--- src/rtl/cond_flags_stage.sv ---
// Execute-to-writeback stage: owns NZCV, evaluates ARM condition codes, and registers
// the ALU result in a single-entry valid/ready slot. Optional macro: COND_STATS_EN.
module cond_flags_stage #(
    parameter int unsigned DATA_W = 32,
    parameter int unsigned RD_W   = 4
) (
    input  logic              clk,
    input  logic              reset,
    input  logic              in_valid,
    output logic              in_ready,
    input  logic [3:0]        in_cond,
    input  logic              in_s,
    input  logic [3:0]        in_flag_mask,
    input  logic              in_wr_en,
    input  logic [RD_W-1:0]   in_rd,
    input  logic [DATA_W-1:0] alu_result,
    input  logic [3:0]        alu_flags,
    output logic [3:0]        cur_flags,
    output logic              out_valid,
    input  logic              out_ready,
    output logic [DATA_W-1:0] out_data,
    output logic [RD_W-1:0]   out_rd,
    output logic              out_wr_en,
    output logic              out_cond_pass
`ifdef COND_STATS_EN
    ,
    output logic [31:0]       stat_exec,
    output logic [31:0]       stat_annul
`endif
);

    localparam int unsigned FLAG_W = 4;

    logic flag_n;
    logic flag_z;
    logic flag_c;
    logic flag_v;
    logic cond_pass;
    logic accept;
    logic flag_upd;

    assign flag_n = cur_flags[3];
    assign flag_z = cur_flags[2];
    assign flag_c = cur_flags[1];
    assign flag_v = cur_flags[0];

    // No skid buffer: the slot frees up in the same cycle writeback consumes it
    assign in_ready = !out_valid || out_ready;
    assign accept   = in_valid && in_ready;
    assign flag_upd = accept && cond_pass && in_s;

    // Condition evaluation always sees the flags from before this instruction's own update
    always_comb begin
        cond_pass = 1'b0;
        case (in_cond)
            4'b0000: cond_pass = flag_z;
            4'b0001: cond_pass = !flag_z;
            4'b0010: cond_pass = flag_c;
            4'b0011: cond_pass = !flag_c;
            4'b0100: cond_pass = flag_n;
            4'b0101: cond_pass = !flag_n;
            4'b0110: cond_pass = flag_v;
            4'b0111: cond_pass = !flag_v;
            4'b1000: cond_pass = flag_c && !flag_z;
            4'b1001: cond_pass = !flag_c || flag_z;
            4'b1010: cond_pass = (flag_n == flag_v);
            4'b1011: cond_pass = (flag_n != flag_v);
            4'b1100: cond_pass = !flag_z && (flag_n == flag_v);
            4'b1101: cond_pass = flag_z || (flag_n != flag_v);
            4'b1110: cond_pass = 1'b1;
            default: cond_pass = 1'b0;
        endcase
    end

    // Masked merge keeps C/V intact for logical ops that only produce N/Z
    always_ff @(posedge clk or posedge reset) begin
        if (reset) begin
            cur_flags <= FLAG_W'(0);
        end else if (flag_upd) begin
            cur_flags <= (cur_flags & ~in_flag_mask) | (alu_flags & in_flag_mask);
        end
    end

    always_ff @(posedge clk or posedge reset) begin
        if (reset) begin
            out_valid     <= 1'b0;
            out_data      <= DATA_W'(0);
            out_rd        <= RD_W'(0);
            out_wr_en     <= 1'b0;
            out_cond_pass <= 1'b0;
        end else if (accept) begin
            out_valid     <= 1'b1;
            out_data      <= alu_result;
            out_rd        <= in_rd;
            out_wr_en     <= in_wr_en && cond_pass;
            out_cond_pass <= cond_pass;
        end else if (out_ready) begin
            out_valid     <= 1'b0;
        end
    end

`ifdef COND_STATS_EN
    always_ff @(posedge clk or posedge reset) begin
        if (reset) begin
            stat_exec  <= 32'(0);
            stat_annul <= 32'(0);
        end else if (accept) begin
            if (cond_pass) begin
                stat_exec  <= stat_exec + 32'(1);
            end else begin
                stat_annul <= stat_annul + 32'(1);
            end
        end
    end
`endif

endmodule

--- config.mk ---
export PLATFORM = sky130hd
export DESIGN_NAME = cond_flags_stage
export DESIGN_NICKNAME = d
export VERILOG_FILES = /design/src/rtl/cond_flags_stage.sv
export SDC_FILE = /design/constraint.sdc
export NUM_CORES = 1
export LEC_CHECK = 0
export ABC_AREA = 1
export CAP_MARGIN = 15
export CORE_ASPECT_RATIO = 0.5
export CORE_UTILIZATION = 36
export CTS_CLUSTER_SIZE = 24
export DETAILED_ROUTE_END_ITERATION = 12
export PLACE_DENSITY = 0.76
export SKIP_LAST_GASP = 1
export SLEW_MARGIN = 15
export SYNTH_ARGS = -nofsm -noshare
export SYNTH_HDL_FRONTEND = slang
export SYNTH_SLANG_ARGS = --single-unit
export TNS_END_PERCENT = 50
--- constraint.sdc ---
create_clock -name clk -period 1.3 [get_ports clk]
set_input_delay 0.26 -clock clk [delete_from_list [all_inputs] [get_ports clk]]
set_output_delay 0.26 -clock clk [all_outputs]
set_load 0.1 [all_outputs]
==> impl_results.md, run 1 <==
* Outcome: finished with violations
* Failing checks: negative setup slack
* CTS Root Cell: clkbuf_8
* Synth-to-Final Area Change at 94.1%
* Slew @ Worst Pin at 0.330 ns
* Antenna-violating nets left at 0
* Most frequent CP cell: nand2_1
* Slowest Stage Delay on Critical Path at roughly 0.52 ns
* Warnings, synthesis at 0
* Int Pwr at between 3 and 4 mW
* Final period utilization at 1.12
* Final hold viol count at 0
* Max cap viols at 0
* # hold bufs at CTS at 0
* Synth Flop Type: dfrtp_1
* Worst Path Max Fanout at 7
* Die span in x at ~110 um
* Pleak at 1.86 nW
* Number of global-route vias before repair at ~2,000
* WL/cell at 13.8 um
* CTS max path bufs at 2
* Die Ht at 53.7 um
* Critical Path AT at 1.69 ns
* Initial Util at 0.383
* Pwr per Cell Area at 1830 nW/um^2
* CTS tree: done
* Clk Latency, worst-skew pair at 0.29 ns
* Site Rows at 18
* TritonRoute pass-1 iters at 4
* Detailed placement HPWL at 4.49 mm
* CTS Buf Count at 5
* Max-slew headroom at 0.780
* DR DRC count at 0
* Crit path launch type: register
* Core area at approximately 5000 um^2
* RSZ-0062 raised after global routing: yes
* Cell taking the most area after synthesis: dfrtp_1
* Final nets at a little over 400
* Final Core Density at 0.743
* Layout cells sized above 1 at 0.269
* Initial antenna violation count at 0
* Mapped Cells at 248
* Ant diodes at 0
* Final min period at approximately 1.5 ns
* Clock sinks at 43
* TNS Setup at -1.18 ns
* All-layer global routing usage at 0.211
* Placed Area at 3570 um^2
* GP Congestion at 0.970
* H-tree levels at 2
* Skew final at 0.00651 ns
* Post-Syn Nets at 302
* Comb power frac at 0.599
* Final setup margin at -0.157 ns
* Vias/cell at 4.65
* CTS clk-pin slew, worst paths at ~0.08 ns
* Post-synth ARST share at 1.00
* Pins over their slew limit at 0
* I/O Buffers at 97
* Peak VDD IR at 1210 uV
* Initial drt markers at 59
* First-pass GRT wire length at 9.07 mm
* R2R depth at 11
* HP Class: in -> async
* CP cell instances: inv_4, nand3_1, nand2_1, nand2_1, nand3_2, nor2_4, nand3_4, nand3_4, nor2_1, nand2_1, nand2_1
* Yosys cell types at 17
* Part of the Yosys area used for sequential elements at 0.560
* Crit Path Class: reg -> reg
* Routed wire length at 5.93 mm
* Yosys reg bits at 43
* Synth top cells by count: nand2_1 (147), dfrtp_1 (43), inv_1 (13), nand3_1 (12), nor2_1 (10)
* Syn_area_per_cell at 7.75 um^2
* Dominant cells by area after synthesis: dfrtp_1 (56%), nand2_1 (29%), nand3_1 (3.1%)
* CP max-delay cell: dfrtp_4
* Top-count cell post-synth: nand2_1
* I/O pin cnt at 98
* Die area at 5660 um^2
* Achievable clock frequency at 686 MHz
* Post-synthesis instance area at 1920 um^2
* Grt ovf at 0
* Data required, critical path at 1.53 ns
* Fin area at 3730 um^2
* Final setup viols at 14
* Clock Power Share at 0.119
* Flop pwr share at 0.282
* Sw frac at 0.489
* Setup crit end kind: register
* EDFF count, synth at 0
* Largest net degree at the start of global routing at 33
* NetSw at 3.34 mW
* Area share of the largest cell type after synthesis at 0.560
* DR vias at 2,006
critical path: cells and delay by family (launching register included):
family                 cells  cell delay (ns)
and+or+nand+nor           10             0.81
DFF                        1             0.52
buffers and inverters      1             0.08
power groups by stage:
stage / logic [mW] / registers (mW) / clock network (mW)
floorplan: 0.611 / 3.60 / 0
CTS: 3.99 / 1.91 / 0.831
global route: 4.24 / 1.96 / 0.884
finish: 4.09 / 1.93 / 0.816
global placement: 3.89 / 1.92 / 0
detailed placement: 3.95 / 1.93 / 0
cells in the final DEF (no fill, tap or decap):
master	netlist	routed
nand2_1	147	139
dlygate4sd2_1	0	4
nand3_4	2	2
inv_4	0	2
clkinv_4	0	1
buf_4	0	14
inv_1	13	9
nand2_8	0	1
buf_12	0	47
nand2_2	2	4
nor2_4	0	1
dfrtp_4	0	4
nor2_1	10	7
clkdlybuf4s50_1	0	49
nand3b_1	1	1
nand3_1	12	9
a21oi_2	1	1
nor2_2	1	3
clkinv_1	1	1
dfrtp_2	0	1
dfrtp_1	43	38
nand2_4	0	5
clkbuf_1	6	3
clkbuf_8	0	5
inv_2	2	3
nand3_2	0	3
nand4_1	4	4
per-layer routing:
metal | track usage | part of all wire
met5 | 0 | 0
met4 | 0.110 | 0.033
met3 | 0.0363 | 0.038
met2 | 0.409 | 0.54
met1 | 0.235 | 0.39
cell families after synthesis:
group                  synth area share
AND/OR/NAND/NOR                   0.383
buffers and inverters            0.0533
AO/OA/AOI/OAI                   0.00456
flip-flops                        0.560
sequential cells by signal, indices dropped and copies added (netlist names), named ones only:
register       flops
out_data          32
out_rd             4
out_cond_pass      1
out_valid          1
out_wr_en          1
final cells by class:
| type | count | area [um^2] |
|---|---|---|
| fillers | 344 | 1290 |
| flip-flops and latches | 43 | 1090 |
| multi-input cells | 180 | 831 |
| repair buffers | 114 | 1570 |
| clock buffers | 8 | 80.1 |
| well taps | 70 | 87.6 |
| inverters | 16 | 70.1 |
worst paths after layout:
check                                        endpoint  slack, ns
hold reg to reg                           out_data[8]       0.55
setup / recovery                             register      -0.16
min in group clk                             register       0.48
hold / removal                           out_data[14]       0.34
max in group asynchronous  asynchronous set/reset pin       0.77
setup reg to reg                             register      -0.16
stage by stage:
stage	power, mW	hold WS, ns	std cells	setup WS [ns]
6_report	6.83	0.336	431	-0.157
5_1_grt	7.08	0.351	431	-0.266
4_1_cts	6.73	0.340	429	-0.143
3_5_place_dp	5.88	0.527	420	-0.547
3_3_place_gp	5.81	0.525	420	-0.484
2_1_floorplan	4.21	0.370	248	-0.227
what timing repair did:
item	4_1_cts	5_1_grt
buffers inserted	1	2
endpoints found under the setup margin	11	11
pin swaps	5	8
gates resized for setup	8	14
(Power assumes the default switching activity.)
==> inputs of run 2 (changes only) <==
- SETUP_SLACK_MARGIN: default -> 0.1
==> impl_results.md, run 2 (same netlist as run 1, synthesis figures left out) <==
* Clock sinks at 43 (unchanged)
* I/O pin cnt at 98 (unchanged)
* Final nets at 413 (-0.24%)
* Grt ovf at 0 (unchanged)
* Critical Path AT at 1.23 ns (-0.46 ns)
* Pleak at 1.85 nW (-1.0%)
* Number of global-route vias before repair at 1,951 (-1.3%)
* Final period utilization at 1.14 (+0.0238)
* CTS max path bufs at 2 (unchanged)
* Clk Latency, worst-skew pair at 0.29 ns (about the same)
* Ant diodes at 0 (unchanged)
* GP Congestion at 0.957 (-1.4%)
* Placed cells at 419 (-0.24%)
* Slew @ Worst Pin at 0.295 ns (-0.0342 ns)
* Antenna-violating nets left at 0 (unchanged)
* # hold bufs at CTS at 0 (unchanged)
* RSZ-0062 raised after global routing: yes
* Commonest non-fill, non-tap cell in the layout: nand2_1
* DR DRC count at 0 (unchanged)
* Failing checks: negative setup slack
* First-pass GRT wire length at 9.08 mm (about the same)
* DR vias at 1,977 (-1.4%)
* Outcome: finished with violations
* Worst Path Max Fanout at 4 (-3)
* HP Class: in -> async
* Largest regs: out_data (32), out_rd (4)
* Synth-to-Final Area Change at 92.9%
* Top reg by flops: out_data
* Detailed placement HPWL at 4.49 mm (about the same)
* All-layer global routing usage at 0.209 (-0.00251)
* I/O Buffers at 97 (unchanged)
* Data required, critical path at 1.04 ns (-0.49 ns)
* Most frequent cells in the layout: nand2_1 (141), clkdlybuf4s50_1 (49), buf_12 (47), dfrtp_1 (38), nand3_1 (11)
* Final setup margin at -0.188 ns (-0.0310 ns)
* Crit path launch type: register
* CTS clk-pin slew, worst paths at 0.08 ns (about the same)
* Die Ht at 53.7 um (unchanged)
* Placed Area at 3570 um^2 (-0.11%)
* Vias/cell at 4.60 (-1.2%)
* Core area at 5020 um^2 (unchanged)
* CP cell instances: buf_4, buf_6, buf_12
* Fin area at 3710 um^2 (-0.60%)
* CTS tree: done
* Setup crit end kind: output port
* Layout cells sized above 1 at 0.261 (-0.00759)
* Skew final at 0.00426 ns (-0.00224 ns)
* Pwr per Cell Area at 1830 nW/um^2 (+0.12%)
* Die span in x at 105 um (unchanged)
* Max-slew headroom at 0.803 (+0.0228)
* Largest register FFs at 32 (unchanged)
* H-tree levels at 2 (unchanged)
* Largest net degree at the start of global routing at 23 (-30%)
* CTS Root Cell: clkbuf_8
* Peak VDD IR at 1150 uV (-4.4%)
* Max cap viols at 0 (unchanged)
* Achievable clock frequency at 672 MHz (-2.1%)
* TNS Setup at -1.21 ns (-0.0277 ns)
* WL/cell at 13.3 um (-3.2%)
* Final std cells w/o fill at 430 (-0.23%)
* TritonRoute pass-1 iters at 4 (unchanged)
* Final Core Density at 0.739 (-0.00448)
* Routed wire length at 5.73 mm (-3.5%)
* Initial antenna violation count at 0 (unchanged)
* Initial Util at 0.383 (unchanged)
* CP max-delay cell: dfrtp_4
* Site Rows at 18 (unchanged)
* Final setup viols at 12 (-2)
* Final hold viol count at 0 (unchanged)
* Pins over their slew limit at 0 (unchanged)
* Slowest Stage Delay on Critical Path at 0.52 ns (about the same)
* Initial drt markers at 115 (+95%)
* Final min period at 1.49 ns (+0.0310 ns)
* CTS Buf Count at 5 (unchanged)
* Crit Path Class: reg -> out
* Die area at 5660 um^2 (unchanged)
## run 2: changes by cell type in the layout (fill, tap and decap cells not counted), moves of 2 or more
cell,before,now
nand3_1,9,11
buf_6,0,4
buf_4,14,9
nand2_2,4,6
nand3_2,3,1
nand2_4,5,1
nand2_1,139,141
## run 2: layer usage
layer / GRT usage / vias to the layer above / share of wire
li1: - / 975 / -
met1: 0.239 / 939 / 0.42
met2: 0.398 / 50 / 0.53
met3: 0.0387 / 13 / 0.031
met4: 0.0939 / 0 / 0.025
met5: 0 / - / 0
## run 2: report_power, final
| group | total, mW | switching, mW | internal [mW] |
|---|---|---|---|
| Clock | 0.823 | 0.446 | 0.378 |
| Sequential | 1.93 | 0.311 | 1.62 |
| Combinational | 4.05 | 2.54 | 1.50 |
| Total | 6.80 | 3.30 | 3.50 |
## run 2: area by class of cell
class                           count  area, um^2
Tap cell                           70        87.6
Timing Repair Buffer              113        1580
Multi-Input combinational cell    180         793
Fill cell                         347        1310
Clock buffer                        7        76.3
Clock inverter                      1        5.00
Inverter                           16        76.3
Sequential cell                    43        1090
## run 2: path summary, 6_finish.rpt
path                       slack (ns)      startpoint  cells past startpoint                    endpoint
min in group clk                 0.49  alu_result[11]                      3                out_data[11]
max reg2reg                     -0.15        register                     10                    register
min reg2reg                      0.55    out_data[13]                      2                out_data[13]
max                             -0.19        register                      3                cur_flags[0]
max in group asynchronous        0.61           reset                      3  asynchronous set/reset pin
min                              0.34           reset                      3                   out_rd[0]
## run 2: worst max-delay path, delay by kind of cell, from the launching register on
family,cells,cell delay (ns)
flops,1,0.52
buf+inv,3,0.41
## run 2: through the flow
stage	power, mW	hold slack, ns	setup WS [ns]
finish	6.80	0.344	-0.188
floorplan	4.21	0.258	-0.227
detailed placement	5.89	0.531	-0.569
global route	7.05	0.343	-0.241
global placement	5.81	0.526	-0.482
CTS	6.74	0.341	-0.150
## run 2: what timing repair did
action / 4_1_cts / 5_1_grt
pin swaps: 6 / 5
setup endpoints to repair: 15 / 33
setup buffers: 1 / 2
cloned: 0 / 0
gates resized for setup: 13 / 6
